==> config.mk <==
export PLATFORM = sky130hd
export DESIGN_NAME = pipeline_hazard_ctrl_flat
export DESIGN_NICKNAME = d
export VERILOG_FILES = /design/src/rtl/pipeline_hazard_ctrl_if.sv /design/src/rtl/pipeline_hazard_ctrl.sv /design/src/flat_wrapper.sv
export SDC_FILE = /design/constraint.sdc
export NUM_CORES = 1
export LEC_CHECK = 0
export ABC_AREA = 1
export BUFFER_PORTS_ARGS = -buffer_cell sky130_fd_sc_hd__buf_2
export CORE_UTILIZATION = 50
export DETAILED_ROUTE_END_ITERATION = 8
export MAX_ROUTING_LAYER = met4
export PLACE_DENSITY = 0.76
export RECOVER_POWER = 100
export SYNTH_ARGS = -nofsm -noshare
export SYNTH_HDL_FRONTEND = slang
export SYNTH_SLANG_ARGS = --single-unit
export TNS_END_PERCENT = 30
==> constraint.sdc <==
create_clock -name clk -period 5.3 [get_ports clk]
set_clock_uncertainty 0.1 [all_clocks]
set_input_delay 1.06 -clock clk [delete_from_list [all_inputs] [get_ports clk]]
set_output_delay 1.06 -clock clk [all_outputs]
set_load 0.005 [all_outputs]
==> src/rtl/pipeline_hazard_ctrl_if.sv <==
// Hazard-control bundle: pipeline status inputs, stage-register enables,
// flushes, PC select and debug/performance outputs. These are plain level
// signals sampled and produced every cycle; there is no valid/ready
// handshake, and the outputs are meaningful on every cycle.
interface pipeline_hazard_ctrl_if #(
  parameter int REG_W = 5,
  parameter int CNT_W = 16
) ();
  logic [REG_W-1:0] id_rs;
  logic [REG_W-1:0] id_rt;
  logic             id_uses_rt;
  logic             ex_mem_read;
  logic [REG_W-1:0] ex_rt_dest;
  logic             mem_branch_taken;
  logic             mem_access;
  logic             mem_ready;
  logic             halt_req;
  logic             step_req;

  logic             pc_we;
  logic             if_id_we;
  logic             id_ex_we;
  logic             ex_mem_we;
  logic             mem_wb_we;
  logic             if_id_flush;
  logic             id_ex_flush;
  logic             ex_mem_flush;
  logic             mem_wb_flush;
  logic             pc_sel_branch;
  logic [1:0]       state;
  logic             halted;
  logic             mem_timeout;
  logic [CNT_W-1:0] stall_cycles;
  logic [CNT_W-1:0] flush_count;

  // Pipeline side: drives status, observes controls.
  modport master (
    output id_rs, id_rt, id_uses_rt, ex_mem_read, ex_rt_dest,
           mem_branch_taken, mem_access, mem_ready, halt_req, step_req,
    input  pc_we, if_id_we, id_ex_we, ex_mem_we, mem_wb_we,
           if_id_flush, id_ex_flush, ex_mem_flush, mem_wb_flush,
           pc_sel_branch, state, halted, mem_timeout, stall_cycles, flush_count
  );

  // Controller side.
  modport slave (
    input  id_rs, id_rt, id_uses_rt, ex_mem_read, ex_rt_dest,
           mem_branch_taken, mem_access, mem_ready, halt_req, step_req,
    output pc_we, if_id_we, id_ex_we, ex_mem_we, mem_wb_we,
           if_id_flush, id_ex_flush, ex_mem_flush, mem_wb_flush,
           pc_sel_branch, state, halted, mem_timeout, stall_cycles, flush_count
  );
endinterface

==> src/rtl/pipeline_hazard_ctrl.sv <==
// Five-stage pipeline hazard controller: load-use stalls, taken-branch
// flushes, data-memory wait freezing with timeout, and debug halt/step.
// Controls are combinational from state and inputs; state and counters
// are registered.
module pipeline_hazard_ctrl #(
  parameter int REG_W    = 5,
  parameter int MAX_WAIT = 16,
  parameter int CNT_W    = 16
) (
  input logic                   clk,
  input logic                   rst,
  pipeline_hazard_ctrl_if.slave bus
);
  localparam int WAIT_W = $clog2(MAX_WAIT + 1);
  localparam logic [WAIT_W-1:0] WAIT_LAST = WAIT_W'(MAX_WAIT - 1);

  typedef enum logic [1:0] {
    RUN      = 2'd0,
    MEM_WAIT = 2'd1,
    HALTED   = 2'd2,
    STEP     = 2'd3
  } state_t;

  state_t            state_q;
  logic [WAIT_W-1:0] wait_cnt_q;
  logic              timeout_q;
  logic [CNT_W-1:0]  stall_q;
  logic [CNT_W-1:0]  flush_q;

  logic [REG_W-1:0]  id_rs;
  logic [REG_W-1:0]  id_rt;
  logic [REG_W-1:0]  ex_rt_dest;
  logic              w;
  logic              b;
  logic              h;

  logic pc_we, if_id_we, id_ex_we, ex_mem_we, mem_wb_we;
  logic if_id_flush, id_ex_flush, ex_mem_flush, mem_wb_flush;
  logic pc_sel_branch;

  assign id_rs      = bus.id_rs;
  assign id_rt      = bus.id_rt;
  assign ex_rt_dest = bus.ex_rt_dest;

  // A memory wait freezes everything; register $zero never causes a load-use stall.
  assign w = bus.mem_access & ~bus.mem_ready;
  assign b = bus.mem_branch_taken;
  assign h = bus.ex_mem_read & (ex_rt_dest != '0) &
             ((ex_rt_dest == id_rs) | (bus.id_uses_rt & (ex_rt_dest == id_rt)));

  // Control outputs: reset bubbles the pipe, HALTED freezes it, otherwise W > B > H > none.
  always_comb begin
    pc_we         = 1'b0;
    if_id_we      = 1'b0;
    id_ex_we      = 1'b0;
    ex_mem_we     = 1'b0;
    mem_wb_we     = 1'b0;
    if_id_flush   = 1'b0;
    id_ex_flush   = 1'b0;
    ex_mem_flush  = 1'b0;
    mem_wb_flush  = 1'b0;
    pc_sel_branch = 1'b0;
    if (rst) begin
      if_id_flush  = 1'b1;
      id_ex_flush  = 1'b1;
      ex_mem_flush = 1'b1;
      mem_wb_flush = 1'b1;
    end else if (state_q != HALTED) begin
      if (w) begin
        mem_wb_flush = 1'b1;
      end else if (b) begin
        pc_we         = 1'b1;
        if_id_we      = 1'b1;
        id_ex_we      = 1'b1;
        ex_mem_we     = 1'b1;
        mem_wb_we     = 1'b1;
        pc_sel_branch = 1'b1;
        if_id_flush   = 1'b1;
        id_ex_flush   = 1'b1;
        ex_mem_flush  = 1'b1;
      end else if (h) begin
        id_ex_we    = 1'b1;
        ex_mem_we   = 1'b1;
        mem_wb_we   = 1'b1;
        id_ex_flush = 1'b1;
      end else begin
        pc_we     = 1'b1;
        if_id_we  = 1'b1;
        id_ex_we  = 1'b1;
        ex_mem_we = 1'b1;
        mem_wb_we = 1'b1;
      end
    end
  end

  // Control FSM with memory-wait counter; the entering wait cycle counts as the first one.
  always_ff @(posedge clk or posedge rst) begin
    if (rst) begin
      state_q    <= RUN;
      wait_cnt_q <= '0;
      timeout_q  <= 1'b0;
    end else begin
      case (state_q)
        RUN: begin
          if (w) begin
            state_q    <= MEM_WAIT;
            wait_cnt_q <= WAIT_W'(1);
          end else if (bus.halt_req) begin
            state_q <= HALTED;
          end
        end
        MEM_WAIT: begin
          if (w) begin
            if (wait_cnt_q == WAIT_LAST) begin
              timeout_q  <= 1'b1;
              wait_cnt_q <= '0;
              state_q    <= HALTED;
            end else begin
              wait_cnt_q <= wait_cnt_q + WAIT_W'(1);
            end
          end else begin
            wait_cnt_q <= '0;
            state_q    <= bus.halt_req ? HALTED : RUN;
          end
        end
        HALTED: begin
          if (!bus.halt_req) begin
            state_q <= RUN;
          end else if (bus.step_req) begin
            state_q <= STEP;
          end
        end
        STEP: begin
          if (w) begin
            state_q    <= MEM_WAIT;
            wait_cnt_q <= WAIT_W'(1);
          end else begin
            state_q <= HALTED;
          end
        end
        default: state_q <= RUN;
      endcase
    end
  end

  // Saturating performance counters for stalled cycles and taken-branch redirects.
  always_ff @(posedge clk or posedge rst) begin
    if (rst) begin
      stall_q <= '0;
      flush_q <= '0;
    end else begin
      if (!pc_we && (state_q != HALTED) && (stall_q != '1)) begin
        stall_q <= stall_q + CNT_W'(1);
      end
      if (pc_sel_branch && (flush_q != '1)) begin
        flush_q <= flush_q + CNT_W'(1);
      end
    end
  end

  assign bus.pc_we         = pc_we;
  assign bus.if_id_we      = if_id_we;
  assign bus.id_ex_we      = id_ex_we;
  assign bus.ex_mem_we     = ex_mem_we;
  assign bus.mem_wb_we     = mem_wb_we;
  assign bus.if_id_flush   = if_id_flush;
  assign bus.id_ex_flush   = id_ex_flush;
  assign bus.ex_mem_flush  = ex_mem_flush;
  assign bus.mem_wb_flush  = mem_wb_flush;
  assign bus.pc_sel_branch = pc_sel_branch;
  assign bus.state         = state_q;
  assign bus.halted        = (state_q == HALTED);
  assign bus.mem_timeout   = timeout_q;
  assign bus.stall_cycles  = stall_q;
  assign bus.flush_count   = flush_q;
endmodule

==> src/flat_wrapper.sv <==
// flat-port wrapper written by rule: the top's interface ports become plain ports
module pipeline_hazard_ctrl_flat 
#(
  parameter int REG_W    = 5,
  parameter int MAX_WAIT = 16,
  parameter int CNT_W    = 16
)
  (clk, rst, bus_id_rs, bus_id_rt, bus_id_uses_rt, bus_ex_mem_read, bus_ex_rt_dest, bus_mem_branch_taken, bus_mem_access, bus_mem_ready, bus_halt_req, bus_step_req, bus_pc_we, bus_if_id_we, bus_id_ex_we, bus_ex_mem_we, bus_mem_wb_we, bus_if_id_flush, bus_id_ex_flush, bus_ex_mem_flush, bus_mem_wb_flush, bus_pc_sel_branch, bus_state, bus_halted, bus_mem_timeout, bus_stall_cycles, bus_flush_count);
  pipeline_hazard_ctrl_if #(.REG_W(REG_W), .CNT_W(CNT_W)) bus_i ();
  input logic clk;
  input logic rst;
  input wire logic [$bits(bus_i.id_rs)-1:0] bus_id_rs;
  input wire logic [$bits(bus_i.id_rt)-1:0] bus_id_rt;
  input wire logic [$bits(bus_i.id_uses_rt)-1:0] bus_id_uses_rt;
  input wire logic [$bits(bus_i.ex_mem_read)-1:0] bus_ex_mem_read;
  input wire logic [$bits(bus_i.ex_rt_dest)-1:0] bus_ex_rt_dest;
  input wire logic [$bits(bus_i.mem_branch_taken)-1:0] bus_mem_branch_taken;
  input wire logic [$bits(bus_i.mem_access)-1:0] bus_mem_access;
  input wire logic [$bits(bus_i.mem_ready)-1:0] bus_mem_ready;
  input wire logic [$bits(bus_i.halt_req)-1:0] bus_halt_req;
  input wire logic [$bits(bus_i.step_req)-1:0] bus_step_req;
  output wire logic [$bits(bus_i.pc_we)-1:0] bus_pc_we;
  output wire logic [$bits(bus_i.if_id_we)-1:0] bus_if_id_we;
  output wire logic [$bits(bus_i.id_ex_we)-1:0] bus_id_ex_we;
  output wire logic [$bits(bus_i.ex_mem_we)-1:0] bus_ex_mem_we;
  output wire logic [$bits(bus_i.mem_wb_we)-1:0] bus_mem_wb_we;
  output wire logic [$bits(bus_i.if_id_flush)-1:0] bus_if_id_flush;
  output wire logic [$bits(bus_i.id_ex_flush)-1:0] bus_id_ex_flush;
  output wire logic [$bits(bus_i.ex_mem_flush)-1:0] bus_ex_mem_flush;
  output wire logic [$bits(bus_i.mem_wb_flush)-1:0] bus_mem_wb_flush;
  output wire logic [$bits(bus_i.pc_sel_branch)-1:0] bus_pc_sel_branch;
  output wire logic [$bits(bus_i.state)-1:0] bus_state;
  output wire logic [$bits(bus_i.halted)-1:0] bus_halted;
  output wire logic [$bits(bus_i.mem_timeout)-1:0] bus_mem_timeout;
  output wire logic [$bits(bus_i.stall_cycles)-1:0] bus_stall_cycles;
  output wire logic [$bits(bus_i.flush_count)-1:0] bus_flush_count;
  assign bus_i.id_rs = bus_id_rs;
  assign bus_i.id_rt = bus_id_rt;
  assign bus_i.id_uses_rt = bus_id_uses_rt;
  assign bus_i.ex_mem_read = bus_ex_mem_read;
  assign bus_i.ex_rt_dest = bus_ex_rt_dest;
  assign bus_i.mem_branch_taken = bus_mem_branch_taken;
  assign bus_i.mem_access = bus_mem_access;
  assign bus_i.mem_ready = bus_mem_ready;
  assign bus_i.halt_req = bus_halt_req;
  assign bus_i.step_req = bus_step_req;
  assign bus_pc_we = bus_i.pc_we;
  assign bus_if_id_we = bus_i.if_id_we;
  assign bus_id_ex_we = bus_i.id_ex_we;
  assign bus_ex_mem_we = bus_i.ex_mem_we;
  assign bus_mem_wb_we = bus_i.mem_wb_we;
  assign bus_if_id_flush = bus_i.if_id_flush;
  assign bus_id_ex_flush = bus_i.id_ex_flush;
  assign bus_ex_mem_flush = bus_i.ex_mem_flush;
  assign bus_mem_wb_flush = bus_i.mem_wb_flush;
  assign bus_pc_sel_branch = bus_i.pc_sel_branch;
  assign bus_state = bus_i.state;
  assign bus_halted = bus_i.halted;
  assign bus_mem_timeout = bus_i.mem_timeout;
  assign bus_stall_cycles = bus_i.stall_cycles;
  assign bus_flush_count = bus_i.flush_count;
  pipeline_hazard_ctrl #(.REG_W(REG_W), .MAX_WAIT(MAX_WAIT), .CNT_W(CNT_W)) u_core (.clk(clk), .rst(rst), .bus(bus_i));
endmodule
* Yosys cells after proc, flatten, opt, wreduce, memory -nomap -nowiden
Cells that the tools add are included.
W data, S select, Z words.
** Operators by class
- $mul :: 0
- Divide/modulo/power cells :: 0
- $add $sub $neg :: 3
- Equal/unequal tests :: 13
- Bitwise operators :: 6
- Reductions and logical operators :: 11
- Shift-type cells :: 0
- Order comparisons :: 0
- Mux-type cells :: 34
** Operators with widths (number)
- $add A16 B1 Y16 const B :: 2
- $ne A16 B16 Y1 const B :: 2
- $mux W1 :: 21
- $mux W2 :: 8
- $mux W5 :: 3
- $eq A5 B5 Y1 :: 2
- $pmux W5 S2 :: 1
- $pmux W2 S4 :: 1
- $ne A3 B3 Y1 const B :: 2
- $reduce_and A3 Y1 :: 2
- $add A5 B1 Y5 const B :: 1
- $eq A5 B4 Y1 const B :: 1
- $reduce_bool A5 Y1 :: 1
- $and A1 B1 Y1 :: 4
- $eq A2 B2 Y1 const B :: 2
- $logic_and A1 B1 Y1 :: 3
- $ne A3 B2 Y1 const B :: 1
- $eq A2 B1 Y1 const B :: 1
- $logic_not A2 Y1 :: 1
- $ne A2 B1 Y1 const B :: 1
- $ne A2 B2 Y1 const B :: 1
- $reduce_and A2 Y1 :: 1
- $reduce_bool A2 Y1 :: 1
- $reduce_or A2 Y1 :: 1
- 3 further kinds :: 3
** Storage, ports and cells
- RAM bits :: 0
- Memories :: 0
- Logic and storage cells :: 72
- Latch bits :: 0
- Register bits after elaboration :: 40
- ROM bits :: 0
- Output and inout bits :: 46
- Input port bits :: 24

* Logic depth before layout (Yosys ltp)
- Word-level depth :: 12
- Gate-level depth with buffers :: 12
- Gate-level depth less buffers :: 11

* Worst setup path before layout
OpenSTA, ideal clock, no wires.
- Path type :: input to output
- Start :: input rst
- End :: output bus_pc_we
- Data required time :: 4.140 ns
- Path buffers :: 2
- Setup slack :: 1.369 ns
- Stages :: 7
- Data arrival time :: 2.771 ns
- Cells stage by stage :: inv_1 nand3_1 inv_1 nand2_2 buf_2 nand2_1 buf_4
** On the way
- Cells in the longest elaborated chain, start to end :: 1
** RTL lines
- from (decl) :: line flat_wrapper.sv:11 : input logic rst;
- $mux W1
- to (decl) :: line flat_wrapper.sv:22 : output wire logic [$bits(bus_i.pc_we)-1:0] bus_pc_we;
No other way between the ends.

* Worst setup path after layout
- Start :: input bus_ex_rt_dest[0]
- End :: output bus_if_id_we
** On the way
- Cells in the longest elaborated chain, start to end :: 9
- Elaborated cells between the ends (all ways) :: 12
- Those cells by class :: eq/ne (2); mux (5); bitwise (4); reduce/logical (1)
** RTL lines
- from (decl) :: line flat_wrapper.sv:16 : input wire logic [$bits(bus_i.ex_rt_dest)-1:0] bus_ex_rt_dest;
- $eq A5 B5 Y1 :: line pipeline_hazard_ctrl.sv:49 : ((ex_rt_dest == id_rs) | (bus.id_uses_rt & (ex_rt_dest == id_rt)));
- $and A1 B1 Y1 :: line pipeline_hazard_ctrl.sv:49
- $or A1 B1 Y1 :: line pipeline_hazard_ctrl.sv:49
- $and A1 B1 Y1 (*) :: line pipeline_hazard_ctrl.sv:48 : assign h = bus.ex_mem_read & (ex_rt_dest != '0) &
- $mux W1 (*) :: line pipeline_hazard_ctrl.sv:81 : end else if (h) begin
- $mux W1 (*) :: line pipeline_hazard_ctrl.sv:71 : end else if (b) begin
- $mux W1 (*) :: line pipeline_hazard_ctrl.sv:69 : if (w) begin
- $mux W1 (*) :: line pipeline_hazard_ctrl.sv:68 : end else if (state_q != HALTED) begin
- $mux W1 (*) :: line pipeline_hazard_ctrl.sv:63 : if (rst) begin
- to (decl) :: line flat_wrapper.sv:23 : output wire logic [$bits(bus_i.if_id_we)-1:0] bus_if_id_we;
Every way passes the cells marked *; elsewhere a longest branch is shown, timed or not.

==> key figures <==
Power and ir drop
  • Maximum vdd drop: 0.0002031 V
  • Psw: 464.1 uW
  • Pwr dens: 362.4 mW/mm^2
  • Total power: 1125 uW
  • Sequential power share: 40.1%
  • Leak: 0.001650 uW
  • Int Power: 660.7 uW
  • Power share of the combinational group: 37.7%
  • Clock power frac: 22.2%
  • Switching share of power: 41.26%

Clock network
  • Clk buf depth: 2
  • Post-CTS Setup Inserts: 0
  • CTS HTree Levels: 2
  • CTS sink cnt: 40
  • Root buffer cell: clkbuf_8
  • Hold Buf Count CTS: 0
  • CTS tree: done
  • Clk_lat worst skew: 300 ps
  • Post-CTS Resized: 0
  • Worst-path clk slew: 80 ps
  • Inserted Clock Buffers: 5

Placement
  • Input/output buffers: 69
  • Placer Congestion: 0.8321
  • Pre-CTS setup slack: 1938 ps
  • DP Wirelength: 4385 um

Timing
  • Crit share post-route: 67.49%
  • Final hold slack: 382.1 ps
  • Final hold violation count: 0
  • Final setup fails: 0
  • Max Slew Vio Count: 0
  • Setup TNS: 0 ps
  • FMAX: 279.6 MHz
  • RSZ-0062 raised after global routing: false
  • Final setup margin: 1723 ps
  • Worst relative slew slack: 59.57%
  • Crit path time final: 3577 ps
  • Worst Max-Slew Pin Slew: 600.9 ps

Floorplanning
  • Starting Density: 52.56%
  • Row count: 26
  • Die height: 75.50 um
  • Die W: 75.50 um
  • IO Count: 70
  • Core area: 0.005140 mm^2
  • Die area: 0.005700 mm^2

Status
  • Status: finished clean

Run
  • Max-Cap Viols: 0

Worst setup path
  • Critical path arrival: 2420 ps
  • CP Data Required Time: 4140 ps
  • Crit path max fanout: 18
  • Crit Path Class: primary input to output port
  • Launching element type of the critical path: primary input
  • Crit. End Element: output port

Detailed routing
  • Vias: 2617
  • Routed WL: 5888 um
  • Vias/cell: 5.033
  • Routed Antenna Nets: 0
  • Wire length per cell: 11.32 um
  • Initial DRC Count: 111
  • Drc violations: 0
  • Initial DRT Pass Iterations: 4

Global routing
  • Initial antenna violation count: 0
  • Global-route wire length before repair: 9832 um
  • Grt ovf: 0
  • Global-route usage over all layers: 22.94%
  • Largest net degree at the start of global routing: 43
  • Number of global-route vias before repair: 2277

Final layout
  • Final net count: 479
  • N_diodes: 0
  • Filler cells: 494
  • Area growth, synth to finish: 14.91%
  • Ratio of cells with drive above 1 in the final layout: 11.11%
  • Most common cell after layout, fill and taps aside: nand2_1
  • Leading cell types in the layout, fill and taps excluded: nand2_1 (129), inv_1 (52), dfrtp_1 (40)

Synthesis
  • Mean area per synthesized cell: 7.090 um^2
  • Synth unique cells: 30
  • Post-synth net total: 411
  • Post-synth top area share: 37.05%
  • Yosys warnings: 0
  • Synth area leader: dfrtp_1
  • Flops & latches, synth: 40
  • Seq/Total Area, Yosys: 37.05%
  • Synth area leaders: dfrtp_1 (37%), nand2_1 (18%), inv_1 (7.1%)
  • Post-synthesis cell area: 0.002701 mm^2
  • Post-Syn Instances: 381

Hold path
  • Worst hold path type: flip-flop to flip-flop
-- cells in the mapped netlist (all sizes together) --
library cell    n
dfrtp          40
nor4            1
o21bai          1
a211oi          1
ha              6
nor3           11
xnor2           7
nand3          27
nor2           33
o21a            1
nand2         129
a31o            1
a21oi           3
o22ai           1
inv            54
buf             9
o21ai          11
nand4          25
xor2           18
o211ai          2
-- per-layer routing --
metal	up-vias	GRT usage (%)	wire length, um
met4	0	7.407	44
met5	-	-	0
met3	9	4.101	292
met1	1181	30.76	2894
li1	1349	-	-
met2	78	35.22	2657
-- worst max-delay path: stages --
cell	delay (ps)
clkbuf_1	120
inv_1	90
nand2_1	60
nand2_1	50
nor2_1	90
nand3_1	70
nand2_1	70
nand2_1	60
nand2_1	440
nand2_1	160
clkbuf_1	150
-- state kept, by name, summed over array words and instances (netlist names) --
register                 count
u_core.bus.flush_count      16
u_core.bus.stall_cycles     16
u_core.wait_cnt_q            5
u_core.bus.state             2
u_core.bus.mem_timeout       1
-- logic make-up after synthesis --
kind of cell / Yosys count / share of synthesized area [%]
compound gates: 21 / 4.539
xor+xnor: 25 / 8.106
flops: 40 / 37.05
buf+inv: 63 / 10.14
simple gates: 226 / 37.38
fa+ha+maj: 6 / 2.779
-- per-stage QoR --
stage,area (um^2),cells,util [%]
global placement,3070,512,59.74
detailed placement,3070,512,59.74
global route,3104,520,60.39
CTS,3182,520,61.90
finish,3104,520,60.39
floorplan,2701,381,-
-- final cells by class --
type	count	area [um^2]	area share, %
Sequential cell	40	1001	32.25
Clock inverter	3	42.54	1.370
Multi-Input combinational cell	278	1389	44.74
Timing Repair Buffer	70	312.8	10.08
Clock buffer	5	68.82	2.217
Inverter	54	202.7	6.530
Tap cell	70	87.58	2.821
-- path summary, 6_finish.rpt --
check                                       start                          end  slack (ps)  cells past startpoint
setup / recovery                bus_ex_rt_dest[0]                 bus_if_id_we        1720                     11
hold / removal             u_core.bus.mem_timeout       u_core.bus.mem_timeout         380                      1
setup reg to reg              u_core.bus.state[0]  u_core.bus.stall_cycles[13]        2760                      9
hold reg to reg            u_core.bus.mem_timeout       u_core.bus.mem_timeout         380                      1
max in group asynchronous                     rst   u_core.bus.stall_cycles[6]        3920                      3
min in group asynchronous                     rst          u_core.bus.state[1]         820                      3
-- power by group through the flow --
stage               clock, uW  sequential, uW  combinational, uW
floorplan                   0             443                331
global placement            0             451                438
detailed placement          0             453                450
CTS                       256             448                451
global route              270             462                493
finish                    250             451                424
No activity file was read; power rests on OpenSTA's default activity.
